===== src/rtl/sprite_row_fetcher.sv =====
//==============================================================================
// Module      : sprite_row_fetcher
// Description : Reader side of the tile sprite ROM. Accepts row requests,
//               drives the ROM address, captures the returned row (optionally
//               mirrored) into a one-row staging register and serializes it
//               MSB first as a valid/ready pixel stream.
// Revision    : 1.0 - initial release
//==============================================================================
`default_nettype none

module sprite_row_fetcher #(
    parameter int TILE_W     = 32,
    parameter int ADDR_WIDTH = 6
) (
    input  logic                  Clk,
    input  logic                  Reset_n,
    input  logic                  req_valid,
    output logic                  req_ready,
    input  logic                  req_tile,
    input  logic [4:0]            req_row,
    input  logic                  req_flip,
    output logic [ADDR_WIDTH-1:0] rom_addr,
    input  logic [TILE_W-1:0]     rom_data,
    output logic                  pix_valid,
    input  logic                  pix_ready,
    output logic                  pix_out,
    output logic                  pix_last
);

    localparam int                CNT_W    = $clog2(TILE_W);
    localparam logic [CNT_W-1:0]  C_CNT_MAX = CNT_W'(TILE_W - 1);

    // Fetch stage
    logic [ADDR_WIDTH-1:0] r_rom_addr;
    logic                  r_flip_q;
    logic                  r_fetch_busy;
    // Staging register
    logic [TILE_W-1:0]     r_stage_reg;
    logic                  r_stage_full;
    // Shifter
    logic [TILE_W-1:0]     r_shift_reg;
    logic [CNT_W-1:0]      r_cnt;
    logic                  r_shift_full;

    logic                  w_accept;
    logic                  w_xfer;
    logic                  w_last;
    logic                  w_load;
    logic [TILE_W-1:0]     w_rev;
    logic [TILE_W-1:0]     w_fetched;

    // Handshake decode; req_ready looks only at registered state
    assign req_ready = !r_fetch_busy && !r_stage_full;
    assign w_accept  = req_valid && req_ready;
    assign pix_valid = r_shift_full;
    assign pix_out   = r_shift_reg[TILE_W-1];
    assign w_last    = r_shift_full && (r_cnt == C_CNT_MAX);
    assign pix_last  = w_last;
    assign w_xfer    = r_shift_full && pix_ready;
    // Shifter takes the staged row when idle or while handing off its last pixel
    assign w_load    = r_stage_full && (!r_shift_full || (w_xfer && w_last));
    assign rom_addr  = r_rom_addr;

    // Mirror of the ROM word for flipped requests
    always_comb begin
        w_rev = '0;
        for (int i = 0; i < TILE_W; i++) begin
            w_rev[i] = rom_data[TILE_W-1-i];
        end
    end

    assign w_fetched = r_flip_q ? w_rev : rom_data;

    // Fetch stage: latch address on accept, busy for exactly one cycle
    always_ff @(posedge Clk or negedge Reset_n) begin
        if (!Reset_n) begin
            r_rom_addr   <= '0;
            r_flip_q     <= 1'b0;
            r_fetch_busy <= 1'b0;
        end else if (w_accept) begin
            r_rom_addr   <= ADDR_WIDTH'({req_tile, req_row});
            r_flip_q     <= req_flip;
            r_fetch_busy <= 1'b1;
        end else begin
            r_fetch_busy <= 1'b0;
        end
    end

    // Staging register: filled by a completing fetch, drained by a shifter load.
    // A fetch only completes while the stage is empty, so fill wins outright.
    always_ff @(posedge Clk or negedge Reset_n) begin
        if (!Reset_n) begin
            r_stage_reg  <= '0;
            r_stage_full <= 1'b0;
        end else if (r_fetch_busy) begin
            r_stage_reg  <= w_fetched;
            r_stage_full <= 1'b1;
        end else if (w_load) begin
            r_stage_full <= 1'b0;
        end
    end

    // Shifter: reload from stage, otherwise shift out one pixel per transfer
    always_ff @(posedge Clk or negedge Reset_n) begin
        if (!Reset_n) begin
            r_shift_reg  <= '0;
            r_cnt        <= '0;
            r_shift_full <= 1'b0;
        end else if (w_load) begin
            r_shift_reg  <= r_stage_reg;
            r_cnt        <= '0;
            r_shift_full <= 1'b1;
        end else if (w_xfer) begin
            r_shift_reg <= r_shift_reg << 1;
            // counter parks at the final index; only a reload restarts it
            if (w_last) begin
                r_shift_full <= 1'b0;
            end else begin
                r_cnt <= r_cnt + 1'b1;
            end
        end
    end

endmodule

`default_nettype wire


===== config.mk =====
export PLATFORM = sky130hd
export DESIGN_NAME = sprite_row_fetcher
export DESIGN_NICKNAME = d
export VERILOG_FILES = /design/src/rtl/sprite_row_fetcher.sv
export SDC_FILE = /design/constraint.sdc
export NUM_CORES = 1
export LEC_CHECK = 0
export BUFFER_PORTS_ARGS = -buffer_cell sky130_fd_sc_hd__buf_2
export CORE_AREA = 2 2 132 134
export CTS_BUF_LIST = sky130_fd_sc_hd__clkbuf_16
export DETAILED_ROUTE_END_ITERATION = 10
export DIE_AREA = 0 0 134 136
export HOLD_SLACK_MARGIN = 0.15
export PLACE_DENSITY = 0.39
export SYNTH_ARGS = -nofsm -noshare
export SYNTH_HDL_FRONTEND = slang
export SYNTH_SLANG_ARGS = --single-unit

===== constraint.sdc =====
create_clock -name Clk -period 2.2 [get_ports Clk]
set_clock_uncertainty 0.1 [all_clocks]
set_input_delay 0.33 -clock Clk [delete_from_list [all_inputs] [get_ports Clk]]
set_output_delay 0.33 -clock Clk [all_outputs]
set_load 0.1 [all_outputs]

# Yosys cells after proc, flatten, opt, wreduce, memory -nomap -nowiden
# Cells that the tools add are included.
[word_totals] regBits=79 latchBits=0 mem_bits_rw=0 rom_bits=0 out_inout_bits=10 elab_cells=38 memories=0
[classes] add_sub_neg=1 multipliers=0 div=0 magnitude_cmp=0 n_eq_ne=2 shift=0 n_mux=12 bitwise=0 reduce_logical=15
[ops] operator="32-bit two-way mux" count=3
[ops] operator="5-bit two-way mux" count=3
[ops] operator="1-bit logical AND" count=6
[ops] operator="1-bit two-way mux" count=6
[ops] operator="2-bit nonzero test" count=3
[ops] operator="5-bit by 1-bit adder with 5-bit output, second input constant" count=1
[ops] operator="5-bit == test, second input constant" count=1
[ops] operator="2-bit AND reduction" count=2
[ops] operator="1-bit zero test" count=3
[ops] operator="2-bit by 1-bit != test with 1-bit output, second input constant" count=1
[ops] operator="1-bit logical OR" count=1

# Logic depth before layout (Yosys ltp)
[logic_depth] word_depth=7 depth_mapped=8 depth_no_buf=6

# Least setup slack after synthesis
# Ideal clock, no wire load.
[synth_timing] path_kind="reg-to-output" start="register r_shift_full (netlist: pix_valid)" end="output port pix_last" t_arrival_ns=2.330 slack_ns=-0.560 stages_incl_launch_ff=5 n_path_buf=3 cell_sequence="dfrtp_1 buf_4 buf_2 buf_2 and2_1"
[synth_via] elab_chain_len=1
[synth_rtl] element="start: declaration" line="43" text="logic r_shift_full;"
[synth_rtl] element="start signal: assignment" line="108" text="r_shift_full <= 1'b0;"
[synth_rtl] element="start signal: assignment" line="112" text="r_shift_full <= 1'b1;"
[synth_rtl] element="start signal: assignment" line="117" text="r_shift_full <= 1'b0;"
[synth_rtl] element="1-bit logical AND" line="57" text="assign w_last = r_shift_full && (r_cnt == C_CNT_MAX);"
[synth_rtl] element="end: declaration" line="27" text="output logic pix_last"
# Every way passes these cells.

# Final worst setup path
[layout_timing] start="register r_cnt[1]" end="output port pix_last"
[layout_via] elab_chain_len=2
[layout_rtl] element="start: declaration" line="42" text="logic [CNT_W-1:0] r_cnt;"
[layout_rtl] element="start signal: assignment" line="119" text="r_cnt <= r_cnt + 1'b1;"
[layout_rtl] element="5-bit == test" line="57"
[layout_rtl] element="1-bit logical AND" line="57"
# Every way passes these cells.

==> impl_metrics.json <==
{
  "result_of_the_run": "completed",
  "place.detailed.hpwl_um": 6610,
  "yosys-mux-area-fraction_pct": 19.7,
  "r2r.worst_path.cells": 8,
  "synth_cell_type_count": 35,
  "routed_via_density": 4.73,
  "globalRouteOverflowTotal": 0,
  "synth_simple_gate_area_share_pct": 8.89,
  "die_y_um": 136,
  "internal_power_uw": 4340,
  "clk_root_buffer_cell": "clkbuf_16",
  "worst_slew_pin_slew_ns": 0.619,
  "power.density_mw_per_mm2": 1400,
  "drive_gt1_share_pct": 30.5,
  "setup_repair_after_global_routing_missed_its_margin": "no",
  "synth_seq_area_share_pct": 47.8,
  "die_x_um": 134,
  "core_outline_area_mm2": 0.0169,
  "switching_share_pct": 38.9,
  "worst_skew_pair.late_latency_ns": 0.34,
  "clkTransAtPathRegs_ns": 0.06,
  "dp_cells": 643,
  "main_combinational_cell_family_by_area_after_synthesis": "multiplexers",
  "detailed_router_s_first_iteration_violation_count": 169,
  "dr_total_vias": 3176,
  "antenna_cells_inserted": 0,
  "grt_pass1_vias": 3171,
  "timing_worst_setup_path_type": "flip-flop to primary output",
  "total_power_uw": 7100,
  "netlist_instances": 386,
  "antenna_found_initial": 0,
  "floorplan.initialDensity_pct": 24.5,
  "design.die.area_mm2": 0.0182,
  "worst-endpoint-arrival_ns": 1.71,
  "final.min_clock_period_ns": 2.14,
  "crit_fanout": 4,
  "detailedRoute.firstPassIterationCount": 4,
  "mappedNetlistNets": 431,
  "finalCritPeriodShare_pct": 97.0,
  "post_synth_main_area_contributors": "dfrtp_1 (48%), mux2_2 (8.7%), mux2i_1 (8.5%), o32ai_1 (6.1%), nor2_1 (5.7%)",
  "clockBufferDepth": 2,
  "final-max-slew-violation-count": 0,
  "netlist.top_cell.by_area": "dfrtp_1",
  "setup_viol_count_final": 0,
  "comb_power_share_pct": 41.1,
  "timing.final.hold_violations": 0,
  "maxClockFrequency_mhz": 468,
  "tritoncts_num_sinks": 79,
  "maxCapViolations": 0,
  "synthXorXnorAreaFrac_pct": 0,
  "critPathMaxStageDelay_ns": 0.41,
  "synth_adder_area_share_pct": 0.605,
  "synth_cell_area_mm2": 0.00414,
  "clockPowerShare_pct": 20.8,
  "rows": 48,
  "io_buffers": 52,
  "wl_per_cell_um": 15.2,
  "synth_top_cell_area_share_pct": 47.8,
  "ys_warn_count": 0,
  "min_delay_path_depth": 3,
  "worst_setup_path_end_kind": "primary output",
  "min_path_type": "primary input to flip-flop",
  "detailed_place.area_mm2": 0.00466,
  "timing.critical_path.from_type": "flip-flop",
  "cts_buffers": 9,
  "synth-compound-area-share_pct": 17.3,
  "pwr-share-seq_pct": 38.1,
  "drt-total-wl_um": 10200,
  "syn_area_per_cell_um2": 10.7,
  "leakage_uw": 0.00202,
  "grtUsageTotal_pct": 11.9,
  "vdd.ir_drop.worst_v": 0.000804,
  "timing.setup.tns_ns": 0,
  "post-route-cell-area_mm2": 0.00508,
  "timing.slew.headroom_pct": 58.7,
  "drtAntennaViolNets": 0,
  "wire_length_of_the_first_global_routing_pass_um": 17000,
  "final_net_count": 486,
  "worstPathRequired_ns": 1.77,
  "gpl.final_weighted_congestion": 0.694,
  "areaGrowthSynthToFinish_pct": 22.7,
  "critPathSlowestCell": "dfrtp_1",
  "power.net_switching_uw": 2760,
  "drc_errors": 0,
  "finalCoreUtilization_pct": 30.1,
  "tritoncts": "built",
  "io_pins": 53,
  "cts_htree_levels": 3,
  "yosys_register_bits": 79,
  "path_cells": "ha_2 -> and3_4 -> ha_4 -> buf_6 -> and2_4 -> buf_12",
  "final_cell_count_no_fill": 671,
  "grt_max_degree": 66
}
layout make-up:
class                      count  area, µm²
tap                          225        282
multi-input combinational    267       1950
inverter                       4       15.0
clock buffer                   9        225
clock inverter                 7       62.6
sequential                    79       1980
timing repair buffer          80        562
fill                        1757      11800
power groups by stage:
stage	sequential (µW)	combinational, µW	clock (µW)
final	2700	2920	1480
after global routing	2820	3200	1590
after CTS	2720	2940	1520
after detailed placement	2740	2870	0
after global placement	2720	2830	0
after floorplan	2920	2070	0
critical path, delay by kind of cell (launching register included):
family / cells / cell delay [ns]
DFF: 1 / 0.41
adders and majority gates: 2 / 0.35
and+or+nand+nor: 2 / 0.33
buffers and inverters: 2 / 0.27
repair_timing:
| action | CTS | global route |
|---|---|---|
| cloned | 0 | 0 |
| endpoints found under the setup margin | 1 | 1 |
| hold endpoints to repair | 35 | 0 |
| gates resized for setup | 5 | 1 |
| pin swaps | 1 | 1 |
| hold buffers | 8 | 0 |
| buffers inserted | 3 | 1 |
cells in the final DEF, fill, tap and decap left out, drive strengths merged, types with 2 or more instances in the layout:
cell / instances
nand2: 5
mux2: 39
dlygate4sd3: 8
buf: 72
and2: 3
dfrtp: 79
nand3: 3
a21oi: 34
and3: 3
inv: 5
a211o: 2
nor2: 64
clkinv: 4
a22o: 3
clkbuf: 9
nand2b: 4
o22ai: 32
mux2i: 35
o32ai: 29
ha: 2
path summary, 6_finish.rpt:
kind	from	to	slack [ns]
max in group asynchronous	Reset_n	r_shift_reg[16]	1.01
min	rom_data[23]	r_stage_reg[23]	0.21
min reg2reg	rom_addr[2]	rom_addr[2]	0.41
max	r_cnt[1]	pix_last	0.06
max reg2reg	r_cnt[1]	r_cnt[2]	0.16
min in group asynchronous	Reset_n	r_stage_reg[5]	0.37
cells by family after synthesis:
family	count (synthesis)
buffers and inverters	40
AND/OR/NAND/NOR	85
flip-flops	79
AO/OA/AOI/OAI	106
adder cells (fa/ha/maj)	2
multiplexers	74
cells in the mapped netlist, drive strengths merged:
cell type / n
inv: 4
nand2: 5
a21oi: 34
nand3b: 1
a21o: 1
clkbuf: 6
o221ai: 1
o21ai: 1
a311oi: 1
nand3: 3
and2: 3
a22o: 3
mux2i: 35
buf: 30
dfrtp: 79
mux2: 39
o32ai: 29
nor2: 64
a31o: 1
nor3: 1
and3: 3
nor2b: 1
o41ai: 1
ha: 2
o22ai: 32
nand2b: 4
a211o: 2
layer usage:
metal / up-vias / global-route usage [%] / wire length (µm)
met5: - / 0 / 0
met1: 1566 / 15.6 / 4780
met3: 13 / 1.98 / 292
met2: 51 / 19.7 / 4960
li1: 1546 / - / -
met4: 0 / 4.43 / 167
metrics by stage:
step / setup WS, ns / hold slack (ns)
2_1_floorplan: 0.0144 / -0.0656
3_3_place_gp: 0.226 / 0.196
3_5_place_dp: 0.186 / 0.202
4_1_cts: 0.00336 / 0.202
5_1_grt: 0.00795 / 0.220
6_report: 0.0650 / 0.208
(Power assumes the default switching activity.)
